[config.mk]
export PLATFORM = sky130hd
export DESIGN_NAME = cpu_decode
export DESIGN_NICKNAME = d
export VERILOG_FILES = /design/src/rtl/cpu_pkg.sv /design/src/rtl/cpu_imm_gen.sv /design/src/rtl/cpu_decode.sv
export SDC_FILE = /design/constraint.sdc
export NUM_CORES = 1
export LEC_CHECK = 0
export BUFFER_PORTS_ARGS = -buffer_cell sky130_fd_sc_hd__buf_2
export CAP_MARGIN = 30
export CORE_MARGIN = 4
export CORE_UTILIZATION = 50
export DETAILED_ROUTE_END_ITERATION = 8
export PLACE_DENSITY = 0.76
export RECOVER_POWER = 100
export SYNTH_ARGS = -nofsm -noshare
export SYNTH_HDL_FRONTEND = slang
export SYNTH_SLANG_ARGS = --single-unit
[constraint.sdc]
create_clock -name i_clk -period 6 [get_ports i_clk]
set_clock_uncertainty 0.2 [all_clocks]
set_input_delay 0.9 -clock i_clk [delete_from_list [all_inputs] [get_ports i_clk]]
set_output_delay 0.9 -clock i_clk [all_outputs]
set_load 0.02 [all_outputs]
[src/rtl/cpu_pkg.sv]
// Shared definitions for the RV32I decode stage.
//   - ALU op codes ({funct7[5], funct3} style, shared with the ALU)
//   - base opcode constants
//   - operand-select and instruction-class enums
//   - packed decode bundle carried from decode to execute
package cpu_pkg;

    localparam int unsigned XLEN = 32;

    // ALU op codes
    localparam logic [3:0] AluAdd  = 4'b0000;
    localparam logic [3:0] AluSll  = 4'b0001;
    localparam logic [3:0] AluSlt  = 4'b0010;
    localparam logic [3:0] AluSltu = 4'b0011;
    localparam logic [3:0] AluXor  = 4'b0100;
    localparam logic [3:0] AluSrl  = 4'b0101;
    localparam logic [3:0] AluOr   = 4'b0110;
    localparam logic [3:0] AluAnd  = 4'b0111;
    localparam logic [3:0] AluSub  = 4'b1000;
    localparam logic [3:0] AluSra  = 4'b1101;

    // Base opcodes (full 7 bits, so 16-bit encodings never match)
    localparam logic [6:0] OpcLoad    = 7'b0000011;
    localparam logic [6:0] OpcMiscMem = 7'b0001111;
    localparam logic [6:0] OpcOpImm   = 7'b0010011;
    localparam logic [6:0] OpcAuipc   = 7'b0010111;
    localparam logic [6:0] OpcStore   = 7'b0100011;
    localparam logic [6:0] OpcOp      = 7'b0110011;
    localparam logic [6:0] OpcLui     = 7'b0110111;
    localparam logic [6:0] OpcBranch  = 7'b1100011;
    localparam logic [6:0] OpcJalr    = 7'b1100111;
    localparam logic [6:0] OpcJal     = 7'b1101111;
    localparam logic [6:0] OpcSystem  = 7'b1110011;

    typedef enum logic [1:0] {
        ASelRs1  = 2'd0,
        ASelPc   = 2'd1,
        ASelZero = 2'd2
    } a_sel_e;

    typedef enum logic {
        BSelRs2 = 1'b0,
        BSelImm = 1'b1
    } b_sel_e;

    typedef enum logic [3:0] {
        ClsIllegal = 4'd0,
        ClsAlu     = 4'd1,
        ClsAluImm  = 4'd2,
        ClsLoad    = 4'd3,
        ClsStore   = 4'd4,
        ClsBranch  = 4'd5,
        ClsJal     = 4'd6,
        ClsJalr    = 4'd7,
        ClsLui     = 4'd8,
        ClsAuipc   = 4'd9,
        ClsFence   = 4'd10,
        ClsSystem  = 4'd11
    } instr_class_e;

    typedef struct packed {
        logic [31:0]  pc;
        logic [3:0]   alu_op;
        logic [4:0]   rs1;
        logic [4:0]   rs2;
        logic [4:0]   rd;
        logic [31:0]  imm;
        a_sel_e       a_sel;
        b_sel_e       b_sel;
        instr_class_e cls;
        logic         wb_en;
        logic         illegal;
    } decode_t;

endpackage

[src/rtl/cpu_imm_gen.sv]
// Immediate generator: picks the I/S/B/U/J format from the opcode and
// returns the sign-extended immediate (sign bit is always instr[31]).
//   instr  in   32  instruction word
//   imm    out  32  format-selected immediate, 0 for formats without one
module cpu_imm_gen
    import cpu_pkg::*;
(
    input  logic [31:0] instr,
    output logic [31:0] imm
);

    always_comb begin
        imm = '0;
        unique case (instr[6:0])
            OpcOpImm, OpcLoad, OpcJalr, OpcMiscMem, OpcSystem:
                imm = {{20{instr[31]}}, instr[31:20]};
            OpcStore:
                imm = {{20{instr[31]}}, instr[31:25], instr[11:7]};
            OpcBranch:
                imm = {{19{instr[31]}}, instr[31], instr[7], instr[30:25], instr[11:8], 1'b0};
            OpcLui, OpcAuipc:
                imm = {instr[31:12], 12'b0};
            OpcJal:
                imm = {{11{instr[31]}}, instr[31], instr[19:12], instr[20], instr[30:21], 1'b0};
            default:
                imm = '0;
        endcase
    end

endmodule

[src/rtl/cpu_decode.sv]
// RV32I decode stage with a registered output bundle and a 2-entry skid
// buffer (output reg + skid reg), so o_ready comes straight from a flop.
//   i_clk, i_rst           clock, async active-high reset
//   i_flush                drop everything held or accepted this cycle
//   i_valid/o_ready        upstream handshake (i_instr, i_pc)
//   o_valid/i_ready        downstream handshake
//   o_pc .. o_illegal      registered decode bundle
module cpu_decode
    import cpu_pkg::*;
#(
    parameter int unsigned XLEN = 32
) (
    input  logic            i_clk,
    input  logic            i_rst,
    input  logic            i_flush,
    input  logic            i_valid,
    output logic            o_ready,
    input  logic [31:0]     i_instr,
    input  logic [XLEN-1:0] i_pc,
    output logic            o_valid,
    input  logic            i_ready,
    output logic [XLEN-1:0] o_pc,
    output logic [3:0]      o_alu_op,
    output logic [4:0]      o_rs1,
    output logic [4:0]      o_rs2,
    output logic [4:0]      o_rd,
    output logic [XLEN-1:0] o_imm,
    output logic [1:0]      o_a_sel,
    output logic            o_b_sel,
    output logic [3:0]      o_class,
    output logic            o_wb_en,
    output logic            o_illegal
);

    logic [6:0]  opcode;
    logic [2:0]  funct3;
    logic [6:0]  funct7;
    logic [31:0] imm;
    logic [3:0]  alu_op;
    logic        illegal;
    logic        writes_rd;
    decode_t     dec;

    assign opcode = i_instr[6:0];
    assign funct3 = i_instr[14:12];
    assign funct7 = i_instr[31:25];

    cpu_imm_gen u_imm_gen (
        .instr (i_instr),
        .imm   (imm)
    );

    // Combinational decode of the incoming instruction
    always_comb begin
        dec       = '0;
        dec.pc    = i_pc;
        dec.rs1   = i_instr[19:15];
        dec.rs2   = i_instr[24:20];
        dec.rd    = i_instr[11:7];
        dec.imm   = imm;
        dec.a_sel = ASelRs1;
        dec.b_sel = BSelRs2;
        dec.cls   = ClsIllegal;
        alu_op    = AluAdd;
        illegal   = 1'b0;
        writes_rd = 1'b0;

        // All known opcodes end in 2'b11, so compressed encodings land in default.
        unique case (opcode)
            OpcOp: begin
                dec.cls   = ClsAlu;
                writes_rd = 1'b1;
                alu_op    = {funct7[5], funct3};
                if (!(funct7 == 7'h00 ||
                      (funct7 == 7'h20 && (funct3 == 3'b000 || funct3 == 3'b101)))) begin
                    illegal = 1'b1;
                end
            end
            OpcOpImm: begin
                dec.cls   = ClsAluImm;
                dec.b_sel = BSelImm;
                writes_rd = 1'b1;
                // Only the right-shift pair uses funct7[5] to pick SRA over SRL
                alu_op    = {(funct3 == 3'b101) ? funct7[5] : 1'b0, funct3};
                if (funct3 == 3'b001 && funct7 != 7'h00) begin
                    illegal = 1'b1;
                end
                if (funct3 == 3'b101 && funct7 != 7'h00 && funct7 != 7'h20) begin
                    illegal = 1'b1;
                end
            end
            OpcLoad: begin
                dec.cls   = ClsLoad;
                dec.b_sel = BSelImm;
                writes_rd = 1'b1;
                if (funct3 == 3'b011 || funct3 == 3'b110 || funct3 == 3'b111) begin
                    illegal = 1'b1;
                end
            end
            OpcStore: begin
                dec.cls   = ClsStore;
                dec.b_sel = BSelImm;
                if (funct3 > 3'b010) begin
                    illegal = 1'b1;
                end
            end
            OpcBranch: begin
                dec.cls = ClsBranch;
                case (funct3[2:1])
                    2'b00:   alu_op = AluSub;
                    2'b10:   alu_op = AluSlt;
                    2'b11:   alu_op = AluSltu;
                    default: illegal = 1'b1;
                endcase
            end
            OpcJal: begin
                dec.cls   = ClsJal;
                dec.a_sel = ASelPc;
                dec.b_sel = BSelImm;
                writes_rd = 1'b1;
            end
            OpcJalr: begin
                dec.cls   = ClsJalr;
                dec.b_sel = BSelImm;
                writes_rd = 1'b1;
            end
            OpcLui: begin
                dec.cls   = ClsLui;
                dec.a_sel = ASelZero;
                dec.b_sel = BSelImm;
                writes_rd = 1'b1;
            end
            OpcAuipc: begin
                dec.cls   = ClsAuipc;
                dec.a_sel = ASelPc;
                dec.b_sel = BSelImm;
                writes_rd = 1'b1;
            end
            OpcMiscMem: begin
                // Plain FENCE only; FENCE.I is not supported
                dec.cls = ClsFence;
                if (funct3 != 3'b000) begin
                    illegal = 1'b1;
                end
            end
            OpcSystem: begin
                // ECALL / EBREAK only; no CSR access in this core
                dec.cls = ClsSystem;
                if (i_instr != 32'h0000_0073 && i_instr != 32'h0010_0073) begin
                    illegal = 1'b1;
                end
            end
            default: illegal = 1'b1;
        endcase

        if (illegal) begin
            dec.cls = ClsIllegal;
        end
        dec.illegal = illegal;
        dec.alu_op  = illegal ? AluAdd : alu_op;
        dec.wb_en   = writes_rd && !illegal && (dec.rd != 5'd0);
    end

    // Output register + skid register
    decode_t out_q, out_d, skid_q, skid_d;
    logic    out_valid_q, out_valid_d;
    logic    skid_valid_q, skid_valid_d;
    logic    ready_q;
    logic    accept;
    logic    out_free;

    assign accept   = i_valid && ready_q;
    assign out_free = !out_valid_q || i_ready;

    // ready_q always equals !skid_valid_q, so an accept never meets a full skid.
    always_comb begin
        out_d        = out_q;
        out_valid_d  = out_valid_q;
        skid_d       = skid_q;
        skid_valid_d = skid_valid_q;
        if (i_flush) begin
            out_valid_d  = 1'b0;
            skid_valid_d = 1'b0;
        end else if (out_free) begin
            if (skid_valid_q) begin
                out_d        = skid_q;
                out_valid_d  = 1'b1;
                skid_valid_d = 1'b0;
            end else if (accept) begin
                out_d       = dec;
                out_valid_d = 1'b1;
            end else begin
                out_valid_d = 1'b0;
            end
        end else if (accept) begin
            skid_d       = dec;
            skid_valid_d = 1'b1;
        end
    end

    always_ff @(posedge i_clk or posedge i_rst) begin
        if (i_rst) begin
            out_q        <= '0;
            out_valid_q  <= 1'b0;
            skid_q       <= '0;
            skid_valid_q <= 1'b0;
            ready_q      <= 1'b1;
        end else begin
            out_q        <= out_d;
            out_valid_q  <= out_valid_d;
            skid_q       <= skid_d;
            skid_valid_q <= skid_valid_d;
            ready_q      <= !skid_valid_d;
        end
    end

    assign o_ready   = ready_q;
    assign o_valid   = out_valid_q;
    assign o_pc      = out_q.pc;
    assign o_alu_op  = out_q.alu_op;
    assign o_rs1     = out_q.rs1;
    assign o_rs2     = out_q.rs2;
    assign o_rd      = out_q.rd;
    assign o_imm     = out_q.imm;
    assign o_a_sel   = out_q.a_sel;
    assign o_b_sel   = out_q.b_sel;
    assign o_class   = out_q.cls;
    assign o_wb_en   = out_q.wb_en;
    assign o_illegal = out_q.illegal;

endmodule

# Word level (Yosys, flattened, before mapping)
# Cells that the tools add are included.
dict set report classes {
  reduce_logical 33
  bitwise 2
  mux 28
  n_eq_ne 22
  magnitude_cmp 1
}
# cell count
set ops {}
lappend ops {{$mux 92} 2}
lappend ops {{$pmux 32 s5} 1}
lappend ops {{$pmux 4 s11} 1}
lappend ops {{$ne 32x21->1 const B} 1}
lappend ops {{$ne 32x7->1 const B} 1}
lappend ops {{$eq 7x6->1 const B} 4}
lappend ops {{$eq 7x7->1 const B} 4}
lappend ops {{$pmux 4 s3} 2}
lappend ops {{$mux 1} 18}
lappend ops {{$eq 7x5->1 const B} 2}
lappend ops {{$reduce_or 7->1} 2}
lappend ops {{$eq 3x3->1 const B} 3}
lappend ops {{$logic_and 1x1->1} 8}
lappend ops {{$mux 4} 2}
lappend ops {{$pmux 1 s8} 1}
lappend ops {{$eq 7x2->1 const B} 1}
lappend ops {{$eq 7x4->1 const B} 1}
lappend ops {{$logic_not 7->1} 1}
lappend ops {{$ne 7x6->1 const B} 1}
lappend ops {{$reduce_bool 7->1} 1}
lappend ops {{$reduce_and 3->1} 2}
lappend ops {{$logic_or 1x1->1} 5}
lappend ops {{$reduce_bool 5->1} 1}
lappend ops {{$reduce_or 5->1} 1}
lappend ops {{14 further kinds} 20}
dict set report word_totals {
  elab_cells 111
  register_bits 187
}

# Longest topological paths before layout
dict set report logic_depth {
  word_depth 11
  ltp_mapped 9
  ltp_nobuf 6
}

# Modules after synthesis
# A second synthesis with hierarchy kept.
dict set report hier_totals {
  hier_cells 966
  hier_area_um2 8785.9
}
# module seq_area_each_um2 cells_per_inst area_each_um2 n_inst
set modules_own_cells {}
lappend modules_own_cells {cpu_decode 4680.7 884 8222.9 1}
lappend modules_own_cells {cpu_imm_gen 0.0 82 563.0 1}

# Least setup slack after synthesis
# No wires, ideal clock.
dict set report synth_path {
  kind {input-to-reg}
  start {input port i_instr[12]}
  end {register skid_q[0] (netlist bit)}
  stages 7
  path_buffers 1
  required_time_ns 5.675
  arrival_time_ns 2.353
  slack_ns 3.323
  cell_sequence {buf_2 nor3_2 and4_1 nand4_1 a221oi_2 nand3b_2 mux2_2}
}
dict set report synth_via {
  elab_chain_cells 6
  word_cells_on_any_way 27
  classes_between {order compare (1); eq/ne (7); mux (8); reduce/logical (11)}
}
# element line_no
set synth_lines {}
lappend synth_lines {{from (decl)} cpu_decode.sv:18} ;# input logic [31:0] i_instr,
lappend synth_lines {{parallel branches: the longest is 5 deep, another holds $ne 32x7->1} -}
lappend synth_lines {{$pmux 1 s8 (*)} cpu_decode.sv:69} ;# unique case (opcode)
lappend synth_lines {{to (signal assigned)} cpu_decode.sv:211} ;# skid_q <= skid_d;
lappend synth_lines {{to (decl)} cpu_decode.sv:165} ;# decode_t out_q, out_d, skid_q, skid_d;
# Every way passes the cells marked *.
# A chain may end at the register's enable or synchronous reset.

# Worst setup path after layout
dict set report layout_path {
  start {register skid_valid_q}
  end {register out_q (netlist bit o_imm[31])}
}
dict set report layout_via {
  elab_chain_cells 2
  word_cells_on_any_way 3
  classes_between {mux (1); reduce/logical (2)}
}
# element line_no
set layout_lines {}
lappend layout_lines {{from (decl)} cpu_decode.sv:167} ;# logic skid_valid_q, skid_valid_d;
lappend layout_lines {{from (signal assigned)} cpu_decode.sv:212} ;# skid_valid_q <= skid_valid_d;
lappend layout_lines {{$reduce_bool 2->1 (no source line)} -}
lappend layout_lines {{$reduce_and 3->1 (no source line)} -}
lappend layout_lines {{to (signal assigned)} cpu_decode.sv:209} ;# out_q <= out_d;
lappend layout_lines {{to (decl)} cpu_decode.sv:165}
# Several ways; a longest one is shown, not always the timed one.

==> impl_results.md <==
* Status: complete, but fails checks
* Failing checks: max-capacitance violations, max-slew violations
* Mean Syn Cell Area at 9.14 sq um
* GPL Wtd Cong at 0.906
* Mapped Cells at around 940
* Share of layout cells above drive strength 1 at 0.109
* Hold-fix buffers, CTS at 0
* Num ports at ~160
* CORE AREA at approximately 17000 sq um
* Non-filler instance count after layout at between 1000 and 1500
* Initial core utilization at 0.516
* Resize count post-CTS at 0
* Reg2Reg Depth at 3
* Num CTS Buffers at 17
* Filler instances at 1549
* Largest family of logic cells by synthesized area: simple AND/OR/NAND/NOR gates
* Largest net degree at the start of global routing at 120
* Post-CTS Setup Bufs at 0
* Setup ws final at between 2 and 2.5 ns
* Vias in the first global route at between 6000 and 7000
* R2R setup slack at 2.10 ns
* Clk_lat worst skew at approximately 0.42 ns
* Post-layout util at 0.593
* Design Area, Final at 9910 sq um
* Vias post-DR at 7164
* Critical path class: flop to flop
* CTS max path bufs at 2
* Max-cap violation count at 3
* Critical path origin: skid_valid_q
* Total power per unit cell area at between 300 and 400 nW/um^2
* Max_slew headroom at -0.961
* Routed wire per std cell at roughly 17 um
* DRT Wirelength at about 22 mm
* Synth unique cells at between 50 and 60
* H-tree Lvls at 4
* Buf+Inv Stages, Crit Path at 1
* Max Slew Vio Count at ~200
* Register bit total from synthesis at 187
* Setup tns final at 0 ns
* Unrepaired setup endpoints after global routing: no
* Post-placement cell area at about 9500 sq um
* DRC viols at 0
* Die Area at between 15000 and 20000 sq um
* Worst r2r dst: o_imm[31]
* DR pass1 iterations at 5
* Crit path max fanout at 34
* Gr ovfl total at 0
* Reg-to-Reg Start: skid_valid_q
* # setup viols final at 0
* Clk root buf: clkbuf_16
* Placed cells at 1263
* N_diodes at 0
* Die height at roughly 140 um
* Area grow syn2layout at 15.1%
* Critical Path Stages at 3
* CP required at roughly 6.1 ns
* Crit share post-route at 0.650
* Static Leak at between 4 and 5 nW
* First-pass GRT wire length at 36.3 mm
* DIE WIDTH at roughly 140 um
* CP max stage cell: dfrtp_1
* CTS tree: yes
* Max Clock Freq at about 0.26 GHz
* Initial antenna violation count at 0
* CTS clock-pin slew for the worst setup and hold paths at ~0.07 ns
* Clk sink count at between 150 and 200
* DP HPWL at between 10 and 15 mm
* YS warnings at 0
* Final critical-path required period at 3.90 ns
* PortBufs at approximately 160
* Place WS at 2.70 ns
* Sequential cell area fraction in the yosys report at 0.544
* Final hold viol count at 0
* Commonest non-fill, non-tap cell in the layout: nand2_1
* Hold WC Path Type: flop to flop
* Syn nets at approximately 1000
* Maximum VDD drop at 0.224 mV
* GRT Resource Usage Total at 0.230
* Arrival time worst endpoint at around 4.0 ns
* Nets@finish at approximately 1100
* Synth Area in Compound Gates at 0.161
* DR iter-0 viols at 454
* Most frequent cells in the layout: nand2_1, dfrtp_1, o21ai_0, clkbuf_1, buf_2
* End of the critical path: o_imm[31]
* Via/cell ratio at 5.54
* Critical path's top delay family: flip-flops
* Main synth FF type: dfrtp_1
* Ys async rst share at 1.00
* Worst setup SP type: flop
* Post-Synth Simple-Gate Area at 0.194
* Worst slew pin tran at between 2 and 3 ns
* Adder-Cell Fraction of Synth Area at 0
* DRT antenna net count at 0
* Max stage delay on crit path at ~1.6 ns
* Post-Syn Area at around 8600 sq um
* Post-synth EDFFs at 0
* CP endpoint kind: flop
* Multiplexer share of the synthesized area at 0.0573
* Cell chain of the critical path: inv_1 -> nand2_1 -> o21ai_0
* XOR/XNOR Fraction of Synth Area at 0.00102
* Site Rows at 47
worst register-to-register path, stage by stage (launching register included):
cell	delay, ns
dfrtp_1	1.59
inv_1	0.87
nand2_1	0.87
o21ai_0	0.21
state kept, by name, indices dropped and copies added, names as in the netlist:
register	cells
o_rd	5
skid_valid_q	1
o_valid	1
o_pc	32
skid_q	92
o_ready	1
o_rs1	5
o_imm	32
o_class	4
o_wb_en	1
o_illegal	1
o_alu_op	4
o_b_sel	1
o_a_sel	2
o_rs2	5
how the worst min path moves through the flow:
stage,start,cells past startpoint,to
4_1_cts,skid_q[56],2,skid_q[56]
2_1_floorplan,skid_q[14],2,skid_q[14]
3_3_place_gp,skid_q[56],2,skid_q[56]
6_report,skid_q[56],2,skid_q[56]
3_5_place_dp,skid_q[56],2,skid_q[56]
5_1_grt,skid_q[73],2,skid_q[73]
synth_stat cells, types with 2 or more instances:
cell type / number / area share
o21ai_0: 127 / 0.074
mux2_2: 2 / 0.0026
o41ai_2: 2 / 0.0038
o211ai_1: 8 / 0.0070
and3_1: 22 / 0.016
a31oi_1: 3 / 0.0022
buf_6: 6 / 0.0078
buf_4: 3 / 0.0026
a21oi_1: 66 / 0.038
nor2_1: 22 / 0.0096
and3b_1: 4 / 0.0041
buf_2: 10 / 0.0058
nor4_1: 7 / 0.0051
clkbuf_1: 44 / 0.019
nand2_1: 271 / 0.12
nand2b_1: 7 / 0.0051
a211oi_1: 9 / 0.0078
mux2i_1: 47 / 0.055
o21a_1: 4 / 0.0035
inv_1: 8 / 0.0035
nor3_1: 7 / 0.0041
or3_1: 2 / 0.0015
nor2b_1: 3 / 0.0022
a22oi_1: 6 / 0.0052
dfrtp_1: 186 / 0.54
buf_1: 6 / 0.0026
nand3_1: 20 / 0.012
o31ai_1: 11 / 0.0096
layout make-up:
type,instances,area [sq um],area share
inverters,8,31.3,0.00316
flip-flops and latches,187,4680,0.472
multi-input cells,676,3540,0.358
repair buffers,172,757,0.0764
well taps,220,275,0.0278
clock inverters,13,191,0.0193
clock buffers,18,429,0.0433
kinds of logic (layout without fill, tap and decap cells):
logic type      Yosys count  in the layout
flops                   187            187
mux                      49             49
xor+xnor                  1              1
simple gates            381            381
buf+inv                  79            211
compound gates          245            245
per-layer routing:
metal  vias up  part of all wire  track usage
met5         -                 0            0
met4         0             0.013       0.0597
met3        21             0.059       0.0398
met2       233              0.48        0.354
met1      3457              0.45        0.341
li1       3453                 -            -
report_power, final:
group          switching, W  internal [W]
sequential        0.0000886       0.00142
combinational      0.000328      0.000140
clock              0.000482      0.000699
stage by stage:
step                power, W  hold WS [ns]
floorplan            0.00184         0.239
global placement     0.00200         0.253
detailed placement   0.00202         0.259
CTS                  0.00321         0.275
global route         0.00332         0.292
finish               0.00316         0.269
Power figures use the tool's default switching activity.
